`src/rtl/updown_mod_counter.sv`:
```
// Up/down modulo counter with synchronous clear, clamped parallel load,
// prescaled stepping and selectable wrap or saturate behaviour at the limits.
module updown_mod_counter #(
  parameter int WIDTH    = 8,
  parameter int MAX      = 255,
  parameter int PRESCALE = 1,
  parameter int SATURATE = 0
) (
  input  logic             clk,
  input  logic             reset_n,
  input  logic             en,
  input  logic             up,
  input  logic             clear,
  input  logic             load,
  input  logic [WIDTH-1:0] load_val,
  output logic [WIDTH-1:0] count,
  output logic             tc,
  output logic             ovf
);

  // The prescaler needs at least one bit even when PRESCALE is 1.
  localparam int               PW       = (PRESCALE > 1) ? $clog2(PRESCALE) : 1;
  localparam logic [WIDTH-1:0] MAX_V    = WIDTH'(MAX);
  localparam logic [PW-1:0]    PRE_LAST = PW'(PRESCALE - 1);
  localparam logic             SAT      = (SATURATE != 0);

  logic [PW-1:0] pre_cnt;
  logic          step;

  // Values above MAX are clamped so later arithmetic never wraps through 2**WIDTH.
  function automatic logic [WIDTH-1:0] clamp_load(input logic [WIDTH-1:0] v);
    return (v > MAX_V) ? MAX_V : v;
  endfunction

  // A step at the limit in the current direction wraps or holds.
  function automatic logic at_limit(input logic [WIDTH-1:0] c, input logic dir_up);
    return dir_up ? (c >= MAX_V) : (c == '0);
  endfunction

  function automatic logic [WIDTH-1:0] next_count(input logic [WIDTH-1:0] c,
                                                  input logic dir_up);
    logic [WIDTH-1:0] n;
    if (dir_up) begin
      if (c >= MAX_V) n = SAT ? MAX_V : '0;
      else            n = c + WIDTH'(1);
    end else begin
      if (c == '0)    n = SAT ? '0 : MAX_V;
      else            n = c - WIDTH'(1);
    end
    return n;
  endfunction

  // With PRESCALE = 1 the prescaler is stuck at 0, so every enabled cycle steps.
  assign step = en && (pre_cnt == PRE_LAST);

  // Terminal count looks only at direction and count, never at en or prescaler.
  assign tc = (up && (count == MAX_V)) || (!up && (count == '0));

  // Count, prescaler and limit pulse, prioritised reset > clear > load > step > hold.
  always_ff @(posedge clk) begin
    if (!reset_n) begin
      count   <= '0;
      pre_cnt <= '0;
      ovf     <= 1'b0;
    end else if (clear) begin
      count   <= '0;
      pre_cnt <= '0;
      ovf     <= 1'b0;
    end else if (load) begin
      count   <= clamp_load(load_val);
      pre_cnt <= '0;
      ovf     <= 1'b0;
    end else if (step) begin
      count   <= next_count(count, up);
      pre_cnt <= '0;
      ovf     <= at_limit(count, up);
    end else if (en) begin
      pre_cnt <= pre_cnt + PW'(1);
      ovf     <= 1'b0;
    end else begin
      ovf     <= 1'b0;
    end
  end

endmodule

```
`config.mk`:
```
export PLATFORM = sky130hd
export DESIGN_NAME = updown_mod_counter
export DESIGN_NICKNAME = d
export VERILOG_FILES = /design/src/rtl/updown_mod_counter.sv
export SDC_FILE = /design/constraint.sdc
export NUM_CORES = 1
export LEC_CHECK = 0
export CAP_MARGIN = 10
export CORE_MARGIN = 2
export CORE_UTILIZATION = 50
export CTS_BUF_LIST = sky130_fd_sc_hd__clkbuf_4
export DETAILED_ROUTE_END_ITERATION = 10
export MAX_ROUTING_LAYER = met4
export PLACE_DENSITY = 0.82
export RECOVER_POWER = 25
export SYNTH_ARGS = -nofsm -noshare
export SYNTH_HDL_FRONTEND = slang
export SYNTH_SLANG_ARGS = --single-unit
```
`constraint.sdc`:
```
create_clock -name clk -period 3.2 [get_ports clk]
set_input_delay 0.32 -clock clk [delete_from_list [all_inputs] [get_ports clk]]
set_output_delay 0.32 -clock clk [all_outputs]
set_load 0.02 [all_outputs]
```
==> impl_results.md, run 1 <==
* CP Class: reg2out
* Clock Tree Root: clkbuf_4
* Vias at 913
* Maximum fanout along the worst path at 11
* Yosys warning count at 0
* Final Slew Violations at 0
* Layout cells sized above 1 at 11.5%
* DR WL/cell at 15.4 um
* Max capacitance violation total at 0
* Power per cell area at slightly above 300 mW/mm^2
* Die area at 0.00213 sq mm
* Yosys top cell by area: dfxtp_1
* Most common cell after layout, fill and taps aside: clkdlybuf4s50_1
* CTS clock-pin slew for the worst setup and hold paths at ~0.060 ns
* Combinational share of power at approximately a third
* Most used routing layer: met2
* Share of the synthesized area in the top cell type at 22.6%
* Ys flop type: dfxtp_1
* All-Layer GR Usage at 25.5%
* # resized after CTS at 0
* RSZ-0062 raised after global routing: no
* Total iterations of the first detailed-routing run at 4
* Met3 usage at 6.67%
* Pint at 0.000233 W
* Hold buffers post-CTS at 0
* Max_slew headroom at a little under three quarters
* Peak supply drop at roughly 0.00021 V
* Final worst path period need at 2.91 ns
* Num CTS Buffers at 3
* Final Setup Violations at 0
* Deepest clock path buffer count at 2
* Core area at 0.00169 sq mm
* Worst-Margin Slew at approximately 0.42 ns
* Via density at 6.21
* # IOs at 24
* Die Y at approximately 46 um
* Synth-to-layout area growth at 25.7%
* Worst skew pair latency at ~0.27 ns
* Diodes inserted at 0
* Worst min-delay path category: reg2reg
* Final Hold Fails at 0
* Number of synthesized register bits at 10
* Number of synthesized flops with an enable pin at 0
* Seq/Total Area, Yosys at 22.6%
* H-tree levels at 1
* Mapped Cells at 110
* Commonest cells after routing, fill and taps aside: clkdlybuf4s50_1, dfxtp_1, nand2b_1
* Leak at 0.427 nW
* Grt met2 use at 38.3%
* Crit path capture type: output port
* Detailed Place HPWL at around 1700 um
* Number of global-route vias before repair at 810
* Setup TNS at 0 ns
* Wirelength, routed at between 2000 and 2500 um
* Fmax at 0.344 GHz
* Clk pwr share at 26.3%
* Routability-driven placement congestion ratio at roughly 0.9
* Period Utilization, post-route at 90.9%
* Sw Ratio at 32.3%
* Final Skew at 0.00991 ns
* Initial Util at 52.5%
* Chip width at 46.1 um
* First-pass GRT wire length at roughly 3800 um
* TritonCTS clock tree: built
* Final Non-Filler Cells at 147
* Syn Std Cell Area at 887 sq um
* Critical Path AT at 2.59 ns
* Crit start category: register
* Net Count, Synth at 127
* Largest net degree at the start of global routing at 21
* Outcome: finished, final reports clean
* DRC errors left at 0
* Final-stage net count at 148
* Clock sink count at 10
* Sequential power share at a little over two fifths
* Buffers on Ports at 23
* Switching power at 0.000111 W
* # fillers at 155
* Yosys cell types at 47
* Core Rows at 15
* Inst Count DP at 143
* Grt ovf at 0
* Antenna violations before repair at 0
* Async SR Flop Fraction at 0%
* Antenna Nets Post-Route at 0
* Setup Buffers After CTS at 0
* Iter 0 DRT Violations at 25
* CP required at 2.88 ns
* Synth top area cells: dfxtp_1, buf_6, nand2b_1
* GR Util met1 at 32.4%
* Average size of a mapped cell at just over 8 sq um
* Total power at roughly 0.00034 W
critical path, cell delays in order, from the launching register on:
cell	delay, ns
dfxtp_1	0.41
inv_1	0.13
ha_1	0.14
or3b_4	0.38
or4b_4	0.56
nand2_1	0.10
clkdlybuf4s50_1	0.60
logic make-up (layout without fill, tap and decap cells):
| family | after synthesis | in the layout | share of synthesized area, % |
|---|---|---|---|
| buf+inv | 15 | 35 | 10.3 |
| compound gates | 32 | 32 | 26.7 |
| fa+ha+maj | 3 | 3 | 4.23 |
| simple gates | 45 | 45 | 31.3 |
| flops | 10 | 10 | 22.6 |
| xor+xnor | 5 | 5 | 4.94 |
synth_stat cells, types with 2 or more instances:
master,count
a2111oi_0,2
a21oi_1,6
a311oi_1,2
a31oi_1,2
a32oi_1,2
buf_6,4
clkbuf_1,4
dfxtp_1,10
ha_1,3
inv_1,5
nand2_1,3
nand2b_1,7
nand3_1,4
nand4_1,2
nor2_1,6
nor2b_1,4
nor3_1,5
nor4_1,2
o21ai_0,4
o311ai_0,3
xnor2_1,2
xor2_1,3
registers in the layout, summed over array words and instances, names as in the netlist:
name     flops
pre_cnt      1
count        8
ovf          1
path summary, 6_finish.rpt:
path | startpoint | endpoint | slack, ns | cells past startpoint
worst max-delay path | count[0] | tc | 0.29 | 6
worst min-delay path | pre_cnt | pre_cnt | 0.49 | 1
worst max register to register | count[0] | count[0] | 1.19 | 6
worst min register to register | pre_cnt | pre_cnt | 0.49 | 1
per-stage QoR:
step | worst slack, ns | hold WS, ns | util (%) | instance area (sq um)
after CTS | 0.281 | 0.493 | 66.0 | 1110
after global placement | 0.629 | 0.477 | 64.4 | 1090
after global routing | 0.197 | 0.502 | 66.0 | 1110
final | 0.292 | 0.489 | 66.0 | 1110
after detailed placement | 0.578 | 0.484 | 64.4 | 1090
after floorplan | 1.01 | 0.397 | - | 887
layer usage:
layer	vias up	share of wire [%]
met5	-	0
met4	0	1.9
met3	9	7.4
met2	49	46
met1	404	44
li1	451	-
area by class of cell:
class / count / area (sq um) / share of cell area, %
clock inverter: 1 / 3.75 / 0.337
inverter: 5 / 18.8 / 1.68
multi-input combinational: 85 / 596 / 53.4
tap: 17 / 21.3 / 1.91
sequential: 10 / 200 / 18.0
clock buffer: 3 / 22.5 / 2.02
timing repair buffer: 26 / 253 / 22.7
power groups by stage:
stage	logic [W]	registers, W	clock network, W
3_3_place_gp	0.000108	0.000147	0
5_1_grt	0.000119	0.000147	0.000102
6_report	0.000109	0.000145	0.0000904
3_5_place_dp	0.000109	0.000147	0
4_1_cts	0.000109	0.000145	0.0000945
2_1_floorplan	0.0000734	0.000144	0
Power figures use the tool's default switching activity.
==> run 2: changes to the inputs <==
--- a/config.mk
+++ b/config.mk
@@ -9,10 +9,12 @@
 export CORE_MARGIN = 2
 export CORE_UTILIZATION = 50
 export CTS_BUF_LIST = sky130_fd_sc_hd__clkbuf_4
+export CTS_CLUSTER_DIAMETER = 100
 export DETAILED_ROUTE_END_ITERATION = 10
 export MAX_ROUTING_LAYER = met4
 export PLACE_DENSITY = 0.82
 export RECOVER_POWER = 25
+export SETUP_SLACK_MARGIN = 0.4
 export SYNTH_ARGS = -nofsm -noshare
 export SYNTH_HDL_FRONTEND = slang
 export SYNTH_SLANG_ARGS = --single-unit
==> constraint.sdc (replaced) <==
create_clock -name clk -period 3.69 [get_ports clk]
set_input_delay 0.369 -clock clk [delete_from_list [all_inputs] [get_ports clk]]
set_output_delay 0.369 -clock clk [all_outputs]
set_load 0.02 [all_outputs]
==> run 2 against run 1 <==
Critical path depth is the same. Combinational power shrank 14%. Global-route usage shrank 0.85 points. Sequential share of layout area grew 0.25 points. Sequential power shrank 13%. Core utilization shrank 0.89 points. Wire length grew 1.8%. Final cell count shrank 1.4%. Worst hold slack gained 0.0034 ns. First-iteration DRC count grew 24%. Non-clock buffer count shrank 2. Critical path type unchanged. Critical endpoint unchanged. Largest power group unchanged. Highest routed layer unchanged.
==> impl_results.md, run 2 (same netlist as run 1, synthesis figures left out) <==
* Crit path capture type: output port (unchanged)
* Final-stage net count at 146 (was 148)
* Outcome: finished, final reports clean (unchanged)
* TritonCTS clock tree: built (unchanged)
* Setup Buffers After CTS at 0 (unchanged)
* Synth-to-layout area growth at 24.0% (was 25.7%)
* Peak supply drop at 0.000177 V (was 0.000207 V)
* Deepest clock path buffer count at 2 (unchanged)
* Final Setup Violations at 0 (unchanged)
* Largest net degree at the start of global routing at 21 (unchanged)
* Largest regs: count: 8 flops, ovf: 1 flops, pre_cnt: 1 flops (unchanged)
* Crit Reg-Reg Startpoint: count[0] (unchanged)
* Routability-driven placement congestion ratio at 0.908 (was 0.923)
* Final Slew Violations at 0 (unchanged)
* Power per cell area at 277 mW/mm^2 (was 309 mW/mm^2)
* Clock sink count at 10 (unchanged)
* Worst-Margin Slew at 0.683 ns (was 0.420 ns)
* R2r worst-path depth at 6 (unchanged)
* Most common cell after layout, fill and taps aside: clkdlybuf4s50_1 (unchanged)
* Via density at 6.43 (was 6.21)
* Final worst path period need at 3.02 ns
* Chip width at 46.1 um (unchanged)
* Buffers on Ports at 23 (unchanged)
* FF-to-FF End: count[0] (unchanged)
* Commonest cells after routing, fill and taps aside: clkdlybuf4s50_1, dfxtp_1, nand2b_1 (unchanged)
* # resized after CTS at 0 (unchanged)
* DP Area at 0.00107 sq mm (was 0.00109 sq mm)
* CTS clock-pin slew for the worst setup and hold paths at 0.08 ns (was 0.06 ns)
* Die area at 0.00213 sq mm (unchanged)
* Final Skew at 0.0123 ns (was 0.00991 ns)
* Setup TNS at 0 ns (unchanged)
* Final Non-Filler Cells at 145 (was 147)
* FF-to-FF setup slack at 1.69 ns (was 1.19 ns)
* Layout cells sized above 1 at 10.2% (was 11.5%)
* Maximum fanout along the worst path at 11 (unchanged)
* Final Hold Fails at 0 (unchanged)
* Worst skew pair latency at 0.29 ns (was 0.27 ns)
* Leak at 0.417 nW (was 0.427 nW)
* First-pass GRT wire length at 3660 um (was 3760 um)
* Grt ovf at 0 (unchanged)
* Number of global-route vias before repair at 860 (was 810)
* H-tree levels at 1 (unchanged)
* Fmax at approximately 0.33 GHz
* Period Utilization, post-route at 81.8%
* Core area at 0.00169 sq mm (unchanged)
* Crit start category: register (unchanged)
* Diodes inserted at 0 (unchanged)
* # IOs at 24 (unchanged)
* HP Start: pre_cnt (unchanged)
* Hold buffers post-CTS at 0 (unchanged)
* Inst Count DP at 141 (was 143)
* DRC errors left at 0 (unchanged)
* Antenna Nets Post-Route at 0 (unchanged)
* Worst min-delay path category: reg2reg (unchanged)
* Max capacitance violation total at 0 (unchanged)
* Post-route cell area at 0.00110 sq mm (was 0.00111 sq mm)
* Core Rows at 15 (unchanged)
* Total iterations of the first detailed-routing run at 4 (unchanged)
* CP required at 3.32 ns (was 2.88 ns)
* CP Class: reg2out (unchanged)
* Min-Delay Path Depth at 1 (unchanged)
* Biggest register: count (unchanged)
* DR WL/cell at 15.9 um (was 15.4 um)
* All-Layer GR Usage at 24.7% (was 25.5%)
* Max reg flops at 8 (unchanged)
* Die Y at 46.1 um (unchanged)
* WHS Endpoint: pre_cnt (unchanged)
* Wirelength, routed at 2300 um (was 2260 um)
* Critical Path AT at 2.65 ns (was 2.59 ns)
* Antenna violations before repair at 0 (unchanged)
* Detailed Place HPWL at 1610 um (was 1670 um)
* Max_slew headroom at 54.3% (was 71.9%)
* RSZ-0062 raised after global routing: no (unchanged)
* Iter 0 DRT Violations at 31 (was 25)
* Clock Tree Root: clkbuf_4 (unchanged)
* Num CTS Buffers at 3 (unchanged)
* Vias at 933 (was 913)
* Initial Util at 52.5% (unchanged)
[run 2: layout make-up]
cell class / count / area (sq um)
Clock inverter: 1 / 3.75
Timing Repair Buffer: 24 / 238
Sequential cell: 10 / 200
Clock buffer: 3 / 22.5
Multi-Input combinational cell: 85 / 596
Fill cell: 143 / 589
Inverter: 5 / 18.8
Tap cell: 17 / 21.3
[run 2: how the worst max path moves through the flow]
stage,from,end,depth (start not counted),slack (ns)
final,count[0],tc,6,0.67
after global routing,count[0],tc,6,0.59
after CTS,count[0],tc,6,0.68
after detailed placement,up,tc,5,0.75
after global placement,up,tc,5,0.81
after floorplan,count[1],tc,6,1.45
[run 2: power breakdown]
| part | internal (W) | switching, W |
|---|---|---|
| registers | 0.000113 | 0.0000131 |
| logic | 0.0000487 | 0.0000452 |
| clock network | 0.0000393 | 0.0000461 |
[run 2: metrics by stage]
stage                     utilization [%]  setup WS [ns]  hold WS [ns]  power [W]
after floorplan                         -           1.45         0.446   0.000189
after global placement               63.6          0.809         0.478   0.000219
after detailed placement             63.6          0.755         0.481   0.000220
after CTS                            65.1          0.681         0.493   0.000305
after global routing                 65.1          0.586         0.507   0.000321
final                                65.1          0.671         0.492   0.000305
[run 2: metal layers]
layer	track usage [%]	vias to the layer above	share of wire, %	routed length, um
met1	29.9	434	42	977
met5	-	-	0	0
met4	14.3	0	1.6	37
met2	36.9	51	48	1100
met3	5.88	5	8.1	187
li1	-	443	-	-
[run 2: critical path, cell delays in order (launching register included)]
cell and delay [ns]:
dfxtp_1 0.43, inv_1 0.13, ha_1 0.14, or3b_4 0.39, or4b_4 0.57, nand2_1 0.10, clkdlybuf4s50_1 0.60
==> run 3: changes to the inputs <==
--- a/config.mk
+++ b/config.mk
@@ -7,12 +7,12 @@
 export LEC_CHECK = 0
 export CAP_MARGIN = 10
 export CORE_MARGIN = 2
-export CORE_UTILIZATION = 50
+export CORE_UTILIZATION = 45
 export CTS_BUF_LIST = sky130_fd_sc_hd__clkbuf_4
 export CTS_CLUSTER_DIAMETER = 100
 export DETAILED_ROUTE_END_ITERATION = 10
 export MAX_ROUTING_LAYER = met4
-export PLACE_DENSITY = 0.82
+export PLACE_DENSITY = 0.78
 export RECOVER_POWER = 25
 export SETUP_SLACK_MARGIN = 0.4
 export SYNTH_ARGS = -nofsm -noshare
==> constraint.sdc (replaced) <==
create_clock -name clk -period 2.55 [get_ports clk]
set_input_delay 0.255 -clock clk [delete_from_list [all_inputs] [get_ports clk]]
set_output_delay 0.255 -clock clk [all_outputs]
set_load 0.02 [all_outputs]
==> run 3 against run 2 <==
Register-to-register slack worse by 1.0 ns. Worst hold slack better by 0.0040 ns. Core utilization down 2.7 points. Non-clock buffer count up 9. Global-route usage down 2.4 points.
==> impl_results.md, run 3 (same netlist as run 1, synthesis figures left out) <==
* Outcome: finished, final reports clean (unchanged)
* # IOs at 24 (unchanged)
* Worst-Margin Slew at 0.429 ns (was 0.683 ns)
* Initial Util at 46.6% (was 52.5%)
* First-pass GRT wire length at 4150 um (was 3660 um)
* Detailed Place HPWL at 1780 um (was 1610 um)
* Final-stage net count at 155 (was 146)
* FF-to-FF End: count[0] (unchanged)
* Antenna violations before repair at 0 (unchanged)
* # fillers at 166 (was 143)
* Sw Ratio at 33.5% (was 34.2%)
* Largest net degree at the start of global routing at 20 (was 21)
* Sequential power share at 38.0% (was 41.2%)
* Crit start category: register (unchanged)
* Max capacitance violation total at 0 (unchanged)
* Crit path capture type: output port (unchanged)
* Crit Reg-Reg Startpoint: count[0] (unchanged)
* Layout cells sized above 1 at 19.7% (was 10.2%)
* HP Start: pre_cnt (unchanged)
* Diodes inserted at 0 (unchanged)
* Clock sink count at 10 (unchanged)
* Final Setup Violations at 0 (unchanged)
* Pint at 0.000303 W (was 0.000201 W)
* Number of global-route vias before repair at 938 (was 860)
* Most common cell after layout, fill and taps aside: clkdlybuf4s50_1 (unchanged)
* Iter 0 DRT Violations at 42 (was 31)
* Final Non-Filler Cells at 164 (was 145)
* Chip width at 48.4 um (was 46.1 um)
* Period Utilization, post-route at a little over four fifths
* H-tree levels at 1 (unchanged)
* Peak supply drop at 0.000306 V (was 0.000177 V)
* Final worst path period need at roughly 2.1 ns
* Commonest cells after routing, fill and taps aside: clkdlybuf4s50_1, buf_4, dfxtp_1 (was clkdlybuf4s50_1, dfxtp_1, nand2b_1)
* CTS clock-pin slew for the worst setup and hold paths at 0.07 ns (was 0.08 ns)
* Grt ovf at 0 (unchanged)
* Storage cell area at 201 sq um (was 200 sq um)
* Max_slew headroom at 70.6% (was 54.3%)
* Clock Tree Root: clkbuf_4 (unchanged)
* Worst min-delay path category: reg2reg (unchanged)
* Fmax at approximately 0.47 GHz
* Wirelength, routed at 2420 um (was 2300 um)
* Power per cell area at 384 mW/mm^2 (was 277 mW/mm^2)
* Final Hold Fails at 0 (unchanged)
* Combinational share of power at 35.3% (was 30.8%)
* Max reg flops at 8 (unchanged)
* FF-to-FF setup slack at 0.64 ns (was 1.69 ns)
* R2r worst-path depth at 7 (was 6)
* CP Class: reg2out (unchanged)
* Switching power at 0.000153 W (was 0.000104 W)
* Leak at 0.461 nW (was 0.417 nW)
* Critical Path AT at 1.89 ns (was 2.65 ns)
* Via density at 5.91 (was 6.43)
* Core area at 0.00190 sq mm (was 0.00169 sq mm)
* Buffers on Ports at 23 (unchanged)
* Combined area of the multi-input logic cells at 601 sq um (was 596 sq um)
* Total iterations of the first detailed-routing run at 4 (unchanged)
* Biggest register: count (unchanged)
* Die area at 0.00234 sq mm (was 0.00213 sq mm)
* Final Skew at 0.00510 ns (was 0.0123 ns)
* Synth-to-layout area growth at 33.9% (was 24.0%)
* All-Layer GR Usage at 22.3% (was 24.7%)
* Largest regs: count: 8 flops, ovf: 1 flops, pre_cnt: 1 flops (unchanged)
* Final Slew Violations at 0 (unchanged)
* Vias at 970 (was 933)
* Hold buffers post-CTS at 0 (unchanged)
* Maximum fanout along the worst path at 3 (was 11)
* DRC errors left at 0 (unchanged)
* Antenna Nets Post-Route at 0 (unchanged)
* CP required at 2.30 ns (was 3.32 ns)
* DR WL/cell at 14.8 um (was 15.9 um)
* Min-Delay Path Depth at 1 (unchanged)
* TritonCTS clock tree: built (unchanged)
* Deepest clock path buffer count at 2 (unchanged)
* Clk pwr share at 26.8% (was 28.0%)
* Core Rows at 16 (was 15)
* RSZ-0062 raised after global routing: yes (was no)
* WHS Endpoint: pre_cnt (unchanged)
* Die Y at 48.4 um (was 46.1 um)
* Setup TNS at 0 ns (unchanged)
* Routability-driven placement congestion ratio at 0.876 (was 0.908)
* Inst Count DP at 159 (was 141)
* Num CTS Buffers at 3 (unchanged)
* Worst skew pair latency at 0.28 ns (was 0.29 ns)
[run 3: power by group through the flow]
stage / registers [W] / logic (W) / clock network, W
floorplan: 0.000181 / 0.0000921 / 0
global placement: 0.000175 / 0.000153 / 0
detailed placement: 0.000176 / 0.000155 / 0
CTS: 0.000172 / 0.000160 / 0.000125
global route: 0.000174 / 0.000173 / 0.000131
finish: 0.000173 / 0.000161 / 0.000122
[run 3: layer usage]
layer  routed length [um]  share of wire, %  up-vias  GRT usage (%)
li1                     -                 -      464              -
met1                 1060                44      445           28.3
met2                 1110                46       55           35.6
met3                  225               9.3        6           4.01
met4                   29               1.2        0           8.10
met5                    0                 0        -              -
[run 3: final cells by class]
cell class / instances / share of cell area [%]
Clock buffer: 3 / 1.90
Clock inverter: 1 / 0.316
Inverter: 5 / 1.58
Multi-Input combinational cell: 85 / 50.6
Sequential cell: 10 / 17.0
Tap cell: 27 / 2.85
Timing Repair Buffer: 33 / 25.8
[run 3: worst max path at each step]
stage | from | end | slack (ns) | depth (start not counted)
final | count[0] | tc | 0.41 | 6
after global routing | count[1] | tc | 0.34 | 6
after CTS | count[0] | tc | 0.41 | 6
after detailed placement | count[0] | tc | 0.12 | 6
after global placement | count[0] | tc | 0.18 | 6
after floorplan | count[1] | tc | 0.43 | 6
[run 3: repair_timing]
item / 4_1_cts / 5_1_grt
endpoints found under the hold margin: 0 / 0
buffers inserted: 1 / 0
pin swaps: 2 / 1
gates resized for setup: 8 / 3
setup endpoints to repair: 1 / 1
[run 3: stage by stage]
stage	hold WS, ns	power [W]	worst slack (ns)	cell area [sq um]	util [%]
floorplan	0.332	0.000273	0.426	887	-
global route	0.523	0.000478	0.344	1190	62.4
finish	0.496	0.000456	0.408	1190	62.4
CTS	0.499	0.000457	0.407	1180	62.2
detailed placement	0.488	0.000331	0.122	1150	60.3
global placement	0.479	0.000329	0.176	1150	60.3
[run 3: critical path, cell delays in order (launching register included)]
cell,delay [ns]
dfxtp_2,0.33
inv_2,0.06
ha_2,0.15
or3b_4,0.37
or4b_4,0.50
nand2_2,0.09
buf_6,0.12
